$ cat config.mk
export PLATFORM = sky130hd
export DESIGN_NAME = filter_trigger_sequencer_flat
export DESIGN_NICKNAME = d
export VERILOG_FILES = /design/src/rtl/filter_trigger_sequencer_if.sv /design/src/rtl/filter_trigger_sequencer.sv /design/src/flat_wrapper.sv
export SDC_FILE = /design/constraint.sdc
export NUM_CORES = 1
export LEC_CHECK = 0
export BUFFER_PORTS_ARGS = -buffer_cell sky130_fd_sc_hd__buf_2
export CORE_MARGIN = 4
export CORE_UTILIZATION = 34
export CTS_BUF_LIST = sky130_fd_sc_hd__clkbuf_16
export CTS_CLUSTER_DIAMETER = 40
export DETAILED_ROUTE_END_ITERATION = 7
export GPL_TIMING_DRIVEN = 0
export HOLD_SLACK_MARGIN = 0.08
export PLACE_DENSITY = 0.6
export SLEW_MARGIN = 20
export SYNTH_ARGS = -nofsm -noshare
export SYNTH_HDL_FRONTEND = slang
export SYNTH_SLANG_ARGS = --single-unit
$ cat constraint.sdc
create_clock -name clk -period 4.7 [get_ports clk]
set_clock_uncertainty 0.05 [all_clocks]
set_input_delay 0.705 -clock clk [delete_from_list [all_inputs] [get_ports clk]]
set_output_delay 0.705 -clock clk [all_outputs]
set_load 0.01 [all_outputs]
$ cat src/rtl/filter_trigger_sequencer_if.sv
// Signal bundle between the trigger sequencer, its filter channel and the capture writer.
// The master drives the sequencer's inputs; the slave side is the sequencer itself.
interface filter_trigger_sequencer_if #(
  parameter int CNT_W = 16
);
  logic             run;
  logic             sample_valid;
  logic             filt_trigger;
  logic             counts_clear;
  logic             filt_enable;
  logic             filt_n_1_reset;
  logic             capture_start;
  logic             capture_valid;
  logic             capture_last;
  logic             busy;
  logic [2:0]       state;
  logic [CNT_W-1:0] trig_count;
  logic [CNT_W-1:0] missed_count;

  modport master (
    output run, sample_valid, filt_trigger, counts_clear,
    input  filt_enable, filt_n_1_reset, capture_start, capture_valid,
    input  capture_last, busy, state, trig_count, missed_count
  );

  modport slave (
    input  run, sample_valid, filt_trigger, counts_clear,
    output filt_enable, filt_n_1_reset, capture_start, capture_valid,
    output capture_last, busy, state, trig_count, missed_count
  );
endinterface

$ cat src/rtl/filter_trigger_sequencer.sv
// Arms one self-triggering IIR channel, turns trigger edges into fixed-length capture
// windows with a dead time, and keeps saturating accepted/missed trigger counts.
module filter_trigger_sequencer #(
  parameter int FLUSH_LEN   = 2,
  parameter int SETTLE_LEN  = 64,
  parameter int CAPTURE_LEN = 512,
  parameter int DEAD_LEN    = 128,
  parameter int CNT_W       = 16
) (
  input  logic                         clk,
  input  logic                         reset,
  filter_trigger_sequencer_if.slave    io
);

  localparam int MAX_FS  = (FLUSH_LEN > SETTLE_LEN) ? FLUSH_LEN : SETTLE_LEN;
  localparam int MAX_CD  = (CAPTURE_LEN > DEAD_LEN) ? CAPTURE_LEN : DEAD_LEN;
  localparam int MAX_LEN = (MAX_FS > MAX_CD) ? MAX_FS : MAX_CD;
  localparam int SEQ_W   = $clog2(MAX_LEN) + 1;

  localparam logic [SEQ_W-1:0] FLUSH_LAST   = SEQ_W'(FLUSH_LEN - 1);
  localparam logic [SEQ_W-1:0] SETTLE_LAST  = SEQ_W'(SETTLE_LEN - 1);
  localparam logic [SEQ_W-1:0] CAPTURE_LAST = SEQ_W'(CAPTURE_LEN - 1);
  localparam logic [SEQ_W-1:0] DEAD_LAST    = SEQ_W'(DEAD_LEN - 1);

  typedef enum logic [2:0] {
    S_IDLE    = 3'd0,
    S_FLUSH   = 3'd1,
    S_SETTLE  = 3'd2,
    S_ARMED   = 3'd3,
    S_CAPTURE = 3'd4,
    S_DEAD    = 3'd5
  } state_t;

  state_t           state_reg, state_next;
  logic [SEQ_W-1:0] seq_cnt_reg, seq_cnt_next;
  logic             trig_d_reg;
  logic             capture_start_reg, capture_start_next;
  logic             trig_edge;
  logic [1:0]       cnt_inc;   // [0] accepted trigger, [1] missed trigger

  assign trig_edge = io.filt_trigger & ~trig_d_reg;

  always_ff @(posedge clk) begin
    if (reset) begin
      state_reg         <= S_IDLE;
      seq_cnt_reg       <= '0;
      trig_d_reg        <= 1'b0;
      capture_start_reg <= 1'b0;
    end else begin
      state_reg         <= state_next;
      seq_cnt_reg       <= seq_cnt_next;
      trig_d_reg        <= io.filt_trigger;
      capture_start_reg <= capture_start_next;
    end
  end

  // FLUSH counts clocks; SETTLE, CAPTURE and DEAD count sample strobes only.
  always_comb begin
    state_next         = state_reg;
    seq_cnt_next       = seq_cnt_reg;
    capture_start_next = 1'b0;
    cnt_inc            = 2'b00;
    case (state_reg)
      S_IDLE: begin
        if (io.run) state_next = S_FLUSH;
      end
      S_FLUSH: begin
        if (!io.run)                        state_next = S_IDLE;
        else if (seq_cnt_reg == FLUSH_LAST) state_next = S_SETTLE;
        else                                seq_cnt_next = seq_cnt_reg + 1'b1;
      end
      S_SETTLE: begin
        if (!io.run) begin
          state_next = S_IDLE;
        end else if (io.sample_valid) begin
          if (seq_cnt_reg == SETTLE_LAST) state_next = S_ARMED;
          else                            seq_cnt_next = seq_cnt_reg + 1'b1;
        end
      end
      S_ARMED: begin
        // A trigger edge beats a simultaneous drop of run.
        if (trig_edge) begin
          state_next         = S_CAPTURE;
          capture_start_next = 1'b1;
          cnt_inc[0]         = 1'b1;
        end else if (!io.run) begin
          state_next = S_IDLE;
        end
      end
      S_CAPTURE: begin
        cnt_inc[1] = trig_edge;
        if (io.sample_valid) begin
          if (seq_cnt_reg == CAPTURE_LAST) state_next = S_DEAD;
          else                             seq_cnt_next = seq_cnt_reg + 1'b1;
        end
      end
      S_DEAD: begin
        cnt_inc[1] = trig_edge;
        if (io.sample_valid) begin
          if (seq_cnt_reg == DEAD_LAST) state_next = io.run ? S_ARMED : S_IDLE;
          else                          seq_cnt_next = seq_cnt_reg + 1'b1;
        end
      end
      default: state_next = S_IDLE;
    endcase
    if (state_next != state_reg) seq_cnt_next = '0;
  end

  genvar gi;
  generate
    for (gi = 0; gi < 2; gi++) begin : g_status
      logic [CNT_W-1:0] cnt_reg, cnt_next;

      always_comb begin
        cnt_next = cnt_reg;
        if (io.counts_clear)
          cnt_next = CNT_W'(cnt_inc[gi]);
        else if (cnt_inc[gi] && (cnt_reg != {CNT_W{1'b1}}))
          cnt_next = cnt_reg + 1'b1;
      end

      always_ff @(posedge clk) begin
        if (reset) cnt_reg <= '0;
        else       cnt_reg <= cnt_next;
      end
    end
  endgenerate

  logic filt_active;
  assign filt_active = (state_reg == S_SETTLE) || (state_reg == S_ARMED) ||
                       (state_reg == S_CAPTURE) || (state_reg == S_DEAD);

  assign io.filt_enable    = io.sample_valid & filt_active;
  assign io.filt_n_1_reset = (state_reg == S_IDLE) || (state_reg == S_FLUSH);
  assign io.capture_start  = capture_start_reg;
  assign io.capture_valid  = io.sample_valid & (state_reg == S_CAPTURE);
  assign io.capture_last   = io.capture_valid & (seq_cnt_reg == CAPTURE_LAST);
  assign io.busy           = (state_reg != S_IDLE);
  assign io.state          = state_reg;
  assign io.trig_count     = g_status[0].cnt_reg;
  assign io.missed_count   = g_status[1].cnt_reg;

endmodule
$ cat src/flat_wrapper.sv
// flat-port wrapper written by rule: the top's interface ports become plain ports
module filter_trigger_sequencer_flat 
#(
  parameter int FLUSH_LEN   = 2,
  parameter int SETTLE_LEN  = 64,
  parameter int CAPTURE_LEN = 512,
  parameter int DEAD_LEN    = 128,
  parameter int CNT_W       = 16
)
  (clk, reset, io_run, io_sample_valid, io_filt_trigger, io_counts_clear, io_filt_enable, io_filt_n_1_reset, io_capture_start, io_capture_valid, io_capture_last, io_busy, io_state, io_trig_count, io_missed_count);
  filter_trigger_sequencer_if #(.CNT_W(CNT_W)) io_i ();
  input  logic clk;
  input  logic reset;
  input wire logic [$bits(io_i.run)-1:0] io_run;
  input wire logic [$bits(io_i.sample_valid)-1:0] io_sample_valid;
  input wire logic [$bits(io_i.filt_trigger)-1:0] io_filt_trigger;
  input wire logic [$bits(io_i.counts_clear)-1:0] io_counts_clear;
  output wire logic [$bits(io_i.filt_enable)-1:0] io_filt_enable;
  output wire logic [$bits(io_i.filt_n_1_reset)-1:0] io_filt_n_1_reset;
  output wire logic [$bits(io_i.capture_start)-1:0] io_capture_start;
  output wire logic [$bits(io_i.capture_valid)-1:0] io_capture_valid;
  output wire logic [$bits(io_i.capture_last)-1:0] io_capture_last;
  output wire logic [$bits(io_i.busy)-1:0] io_busy;
  output wire logic [$bits(io_i.state)-1:0] io_state;
  output wire logic [$bits(io_i.trig_count)-1:0] io_trig_count;
  output wire logic [$bits(io_i.missed_count)-1:0] io_missed_count;
  assign io_i.run = io_run;
  assign io_i.sample_valid = io_sample_valid;
  assign io_i.filt_trigger = io_filt_trigger;
  assign io_i.counts_clear = io_counts_clear;
  assign io_filt_enable = io_i.filt_enable;
  assign io_filt_n_1_reset = io_i.filt_n_1_reset;
  assign io_capture_start = io_i.capture_start;
  assign io_capture_valid = io_i.capture_valid;
  assign io_capture_last = io_i.capture_last;
  assign io_busy = io_i.busy;
  assign io_state = io_i.state;
  assign io_trig_count = io_i.trig_count;
  assign io_missed_count = io_i.missed_count;
  filter_trigger_sequencer #(.FLUSH_LEN(FLUSH_LEN), .SETTLE_LEN(SETTLE_LEN), .CAPTURE_LEN(CAPTURE_LEN), .DEAD_LEN(DEAD_LEN), .CNT_W(CNT_W)) u_core (.clk(clk), .reset(reset), .io(io_i));
endmodule
=== Word level (Yosys, flattened, before mapping) ===
Index checks and enable logic that the tools add are counted.

* Bitwise operators: 5
* Add/subtract/negate cells: 3
* Equal/unequal tests: 21
* Reduce and logical (&&, ||, !) cells: 15
* Mux-type cells: 31

{| class="wikitable"
|+ Operators by type and width
! operator !! count
|-
| 2-to-1 mux 10 bit || 9
|-
| case mux 10 bit (4 select lines) || 1
|-
| 2-to-1 mux 3 bit || 12
|-
| adder 16 x 1 -> 16 bit (second input constant) || 2
|-
| inequality test 16 bit (second input constant) || 2
|-
| inequality test 2 bit (second input constant) || 9
|-
| case mux 3 bit (6 select lines) || 1
|-
| adder 10 x 1 -> 10 bit (second input constant) || 1
|-
| == test 10 x 1 -> 1 bit (second input constant) || 1
|-
| == test 10 x 6 -> 1 bit (second input constant) || 1
|-
| == test 10 x 7 -> 1 bit (second input constant) || 1
|-
| == test 10 x 9 -> 1 bit (second input constant) || 1
|-
| AND reduction 10 bit || 1
|-
| 2-to-1 mux 1 bit || 7
|-
| == test 3 x 2 -> 1 bit (second input constant) || 2
|-
| == test 3 bit (second input constant) || 2
|-
| OR reduction 2 bit || 3
|-
| AND 1 bit || 4
|-
| logical OR 1 bit || 4
|-
| nonzero test 2 bit || 2
|-
| nonzero test 4 bit || 1
|-
| == test 3 x 1 -> 1 bit (second input constant) || 1
|-
| logical NOT 3 bit || 1
|-
| inequality test 3 bit || 1
|-
| 4 further kinds || 5
|}

* Output and inout bits: 41
* Register bits: 47
* Bits of input ports: 6

=== Depth between registers and ports, before layout ===
* Word-level depth: 7
* Depth in mapped cells: 7
* Gate-level depth less buffers: 7

=== Worst setup path after synthesis ===
OpenSTA, ideal clock, no wires.

* Path kind: register -> register
* Start: register u_core.seq_cnt_reg[7]
* End: register u_core.seq_cnt_reg[0]
* Path slack: 2586 ps
* Required time: 4515 ps
* Period minus slack after synthesis: 2114 ps
* Cell stages (with the launch flop): 8
* Setup time: 135 ps
* Path buffers: 1
* Arrival: 1929 ps
* Cell sequence: dfxtp_1 -> buf_6 -> or4_1 -> or4_4 -> o22ai_4 -> o21bai_2 -> o311ai_4 -> nor2_1

* Longest elaborated chain between the ends: 7
* Elaborated cells between the ends (all ways): 21

{| class="wikitable"
|+ Ends and longest elaborated chain
! element !! RTL line !! text
|-
| start, declared || filter_trigger_sequencer.sv:35 || <nowiki>logic [SEQ_W-1:0] seq_cnt_reg, seq_cnt_next;</nowiki>
|-
| start signal, assigned || filter_trigger_sequencer.sv:51 || <nowiki>seq_cnt_reg <= seq_cnt_next;</nowiki>
|-
| == test 10 x 6 -> 1 bit || filter_trigger_sequencer.sv:76 || <nowiki>if (seq_cnt_reg == SETTLE_LAST) state_next = S_ARMED;</nowiki>
|-
| 2-to-1 mux 3 bit || filter_trigger_sequencer.sv:76 ||
|-
| 2-to-1 mux 3 bit || filter_trigger_sequencer.sv:75 || <nowiki>end else if (io.sample_valid) begin</nowiki>
|-
| 2-to-1 mux 3 bit || filter_trigger_sequencer.sv:73 || <nowiki>if (!io.run) begin</nowiki>
|-
| case mux 3 bit (6 select lines) || filter_trigger_sequencer.sv:63 || <nowiki>case (state_reg)</nowiki>
|-
| inequality test 3 bit || filter_trigger_sequencer.sv:106 || <nowiki>if (state_next != state_reg) seq_cnt_next = '0;</nowiki>
|-
| OR reduction 2 bit (no line) || - ||
|}

Parallel ways exist; a longest one is shown, timed or not.
A chain may end at the register's enable or synchronous reset.

=== Worst setup path in the final report ===
* Start: register u_core.seq_cnt_reg[0]
* End: output port io_capture_last

* Longest elaborated chain between the ends: 2

{| class="wikitable"
|+ Ends and longest elaborated chain
! element !! RTL line !! text
|-
| == test 10 x 9 -> 1 bit || filter_trigger_sequencer.sv:137 || <nowiki>assign io.capture_last = io.capture_valid & (seq_cnt_reg == CAPTURE_LAST);</nowiki>
|-
| AND 1 bit || filter_trigger_sequencer.sv:137 ||
|-
| end, declared || flat_wrapper.sv:22 || <nowiki>output wire logic [$bits(io_i.capture_last)-1:0] io_capture_last;</nowiki>
|}

No other way between the ends.

==> impl_metrics.xml <==
<?xml version="1.0" encoding="UTF-8"?>
<metrics>
  <group name="sta">
    <metric name="period_needed" unit="ns">2.90</metric>
    <metric name="worst-slew-pin-transition" unit="ns">0.632</metric>
    <metric name="setup_slack" unit="ns">1.80</metric>
    <metric name="timing.setup.tns" unit="ns">0</metric>
    <metric name="hold_viol" unit="">0</metric>
    <metric name="timing.max_slew.rel_slack" unit="%">56.8</metric>
    <metric name="unrepaired_setup_endpoints_after_global_routing" unit="">no</metric>
    <metric name="setup_viol" unit="">0</metric>
    <metric name="drv_slew" unit="">0</metric>
    <metric name="post-route-period-util" unit="%">61.8</metric>
    <metric name="hold_slack" unit="ns">0.453</metric>
    <metric name="fmax" unit="GHz">0.344</metric>
  </group>
  <group name="die">
    <metric name="die_footprint" unit="sq mm">0.00882</metric>
    <metric name="dieWidth" unit="microns">93.9</metric>
    <metric name="coreArea" unit="sq mm">0.00721</metric>
    <metric name="row_count" unit="">31</metric>
    <metric name="ios" unit="">47</metric>
    <metric name="chipHeight" unit="microns">93.9</metric>
    <metric name="initial_utilization" unit="%">34.8</metric>
  </group>
  <group name="worst_hold_path">
    <metric name="min_path_type" unit="">register to register</metric>
  </group>
  <group name="final_layout">
    <metric name="n_antenna_cell" unit="">0</metric>
    <metric name="finalNetCount" unit="">358</metric>
    <metric name="post_layout_nonfiller_instances" unit="">447</metric>
    <metric name="fraction_of_layout_instances_using_a_drive_strength_above_1" unit="%">19.3</metric>
    <metric name="area_growth_syn_to_layout" unit="%">20.2</metric>
  </group>
  <group name="synthesis">
    <metric name="synth_largest_type_area_fraction" unit="%">37.5</metric>
    <metric name="synth_sequential_area_ratio" unit="%">37.5</metric>
    <metric name="synth_top_flop_cell" unit="">dfxtp_1</metric>
    <metric name="netlist_instances" unit="">296</metric>
    <metric name="synth-warning-count" unit="">0</metric>
    <metric name="ys_async_sr_fraction" unit="%">0</metric>
    <metric name="synth_area" unit="sq mm">0.00251</metric>
    <metric name="post-synth-top-area-cell" unit="">dfxtp_1</metric>
    <metric name="synth.avg_cell_area" unit="sq um">8.48</metric>
    <metric name="synth_seq_cells" unit="">47</metric>
    <metric name="ys_types" unit="">58</metric>
    <metric name="synth_edf_count" unit="">0</metric>
    <metric name="synthTopCellsByCount" unit="">47 x dfxtp_1, 47 x nor2_1, 19 x nand2_1, 16 x xnor2_1</metric>
    <metric name="synthTopCellsByArea" unit="">dfxtp_1 37%, nor2_1 7.0%, xnor2_1 5.6%</metric>
    <metric name="synth.net_count" unit="">306</metric>
  </group>
  <group name="detailed_routing">
    <metric name="drcViolationCount" unit="">0</metric>
    <metric name="detail_route.vias_per_cell" unit="">5.08</metric>
    <metric name="drt_first_pass_iters" unit="">4</metric>
    <metric name="routed_wire_length_per_instance" unit="microns">13.3</metric>
    <metric name="drt_first_iter_violations" unit="">84</metric>
    <metric name="totalWireLength" unit="microns">5950</metric>
    <metric name="via_count_of_the_routed_design" unit="">2270</metric>
    <metric name="antenna_viol_nets_final" unit="">0</metric>
  </group>
  <group name="clock_tree">
    <metric name="worst_skew_late_latency" unit="ns">0.28</metric>
    <metric name="clk_path_buf_depth" unit="">2</metric>
    <metric name="cts-buffers-inserted" unit="">5</metric>
    <metric name="cts_hold_buffers" unit="">0</metric>
    <metric name="numClockSinks" unit="">47</metric>
    <metric name="cts_setup_buffers" unit="">0</metric>
    <metric name="clkTransAtPathRegs" unit="ns">0.06</metric>
    <metric name="tritoncts" unit="">yes</metric>
    <metric name="cts_htree_levels" unit="">2</metric>
    <metric name="postCtsResizedCells" unit="">0</metric>
    <metric name="root_buffer" unit="">clkbuf_16</metric>
  </group>
  <group name="power_and_ir_drop">
    <metric name="fin_total_pwr" unit="mW">0.845</metric>
    <metric name="share_comb_of_total_power" unit="%">5.8</metric>
    <metric name="peakVddDrop" unit="uV">172</metric>
    <metric name="sequentialPowerShare" unit="%">47.8</metric>
    <metric name="clkPwrFrac" unit="%">46.4</metric>
    <metric name="p_switching" unit="mW">0.180</metric>
    <metric name="cell_area_power_density" unit="mW/mm^2">280</metric>
    <metric name="switching_share" unit="%">21.3</metric>
    <metric name="power.static_leakage" unit="nW">1.11</metric>
    <metric name="power_report.internal_total" unit="mW">0.665</metric>
  </group>
  <group name="job">
    <metric name="cap_viol_max_count" unit="">0</metric>
  </group>
  <group name="worst_setup_path">
    <metric name="cp.buffers_inverters" unit="">1</metric>
    <metric name="critPathRequiredTime" unit="ns">3.94</metric>
    <metric name="critical-path-top-delay-family" unit="">simple AND/OR/NAND/NOR gates</metric>
    <metric name="crit_fanout" unit="">5</metric>
    <metric name="critical_path.endpoint_type" unit="">primary output</metric>
    <metric name="critPathLaunchType" unit="">register</metric>
    <metric name="crit_chain" unit="">ha_1, nand3_1, nor3_1, and4_2, buf_2</metric>
    <metric name="critical-path-slowest-cell" unit="">nor3_1</metric>
    <metric name="crit_path_max_incr_delay" unit="ns">0.53</metric>
    <metric name="criticalPathCategory" unit="">register to primary output</metric>
    <metric name="arrival_time_worst_endpoint" unit="ns">2.15</metric>
  </group>
  <group name="placed_design">
    <metric name="dp_slack" unit="ns">2.09</metric>
    <metric name="routabilityCongestion" unit="">0.837</metric>
    <metric name="placedCellCount" unit="">440</metric>
    <metric name="place.port_buffers" unit="">45</metric>
    <metric name="place.detailed.hpwl" unit="microns">4380</metric>
  </group>
  <group name="global_routing">
    <metric name="globalRoute.totalOverflow" unit="">0</metric>
    <metric name="grt_antenna_before_repair" unit="">0</metric>
    <metric name="first_global_vias" unit="">2119</metric>
    <metric name="grt_max_degree" unit="">14</metric>
    <metric name="grt_first_pass_wirelength" unit="microns">9940</metric>
    <metric name="gr-usage-all-layers" unit="%">13.9</metric>
  </group>
  <group name="run_status">
    <metric name="status" unit="">finished, final reports clean</metric>
  </group>
</metrics>
-- cells in the final DEF, fill, tap and decap left out, types with 6 or more instances in the layout --
cell type	synthesis	final
o21ai_0	6	6
nor3_1	8	8
a21oi_1	9	9
buf_2	2	47
dfxtp_1	47	47
nor2_1	47	47
xnor2_1	16	16
nand3_1	14	14
xor2_1	14	14
nand2_1	19	19
nand4_1	10	10
clkbuf_1	8	8
and3_1	7	7
nand2b_1	7	7
inv_1	7	8
or3_1	6	6
-- power by group through the flow --
stage	sequential [mW]	clock, mW	combinational, mW
2_1_floorplan	0.412	0	0.0350
4_1_cts	0.404	0.403	0.0494
5_1_grt	0.404	0.415	0.0541
3_5_place_dp	0.413	0	0.0490
3_3_place_gp	0.413	0	0.0486
6_report	0.404	0.392	0.0491
-- final cells by class --
type	count	area, sq um
timing repair buffer	45	225
buffer	11	51.3
tap	99	124
fill	777	4200
clock inverter	2	33.8
inverter	7	26.3
sequential	47	941
multi-input combinational	231	1490
clock buffer	5	125
-- metrics by stage --
stage	instance area [sq um]	utilization, %
after floorplan	2510	-
after global placement	2860	39.6
after detailed placement	2860	39.6
after CTS	3020	41.8
after global routing	3020	41.8
final	3020	41.8
-- kinds of logic (layout without fill, tap and decap cells) --
kind of cell,Yosys count,count (layout),synth area share [%]
buffers and inverters,18,70,3.09
XOR/XNOR,30,30,10.5
AO/OA/AOI/OAI,47,47,15.1
adder cells (fa/ha/maj),4,4,1.99
AND/OR/NAND/NOR,148,148,31.1
flip-flops,47,47,37.5
multiplexers,2,2,0.798
-- worst paths after layout --
path | slack (ns) | endpoint | from | depth (start not counted)
worst max-delay path | 1.80 | io_capture_last | u_core.seq_cnt_reg[0]$_SDFFE_PP0P_ | 5
worst min-delay path | 0.45 | u_core.io.trig_count[15]$_SDFFE_PP0P_ | u_core.io.trig_count[15]$_SDFFE_PP0P_ | 2
worst max register to register | 2.23 | u_core.seq_cnt_reg[7]$_SDFFE_PP0P_ | u_core.seq_cnt_reg[0]$_SDFFE_PP0P_ | 6
worst min register to register | 0.45 | u_core.io.trig_count[15]$_SDFFE_PP0P_ | u_core.io.trig_count[15]$_SDFFE_PP0P_ | 2
-- worst register-to-register path, delay by kind of cell (launching register included) --
kind	cells	cell delay, ns
compound gates	2	0.84
fa+ha+maj	1	0.24
flops	1	0.41
simple gates	3	0.81
-- per-layer routing --
layer  GRT usage (%)  up-vias  wire length (microns)
li1                -     1159                      -
met1            19.2     1056                   2880
met2            20.9       50                   2610
met3            4.01        5                    395
met4            3.97        0                     58
met5               0        -                      0
(Power assumes the default switching activity.)
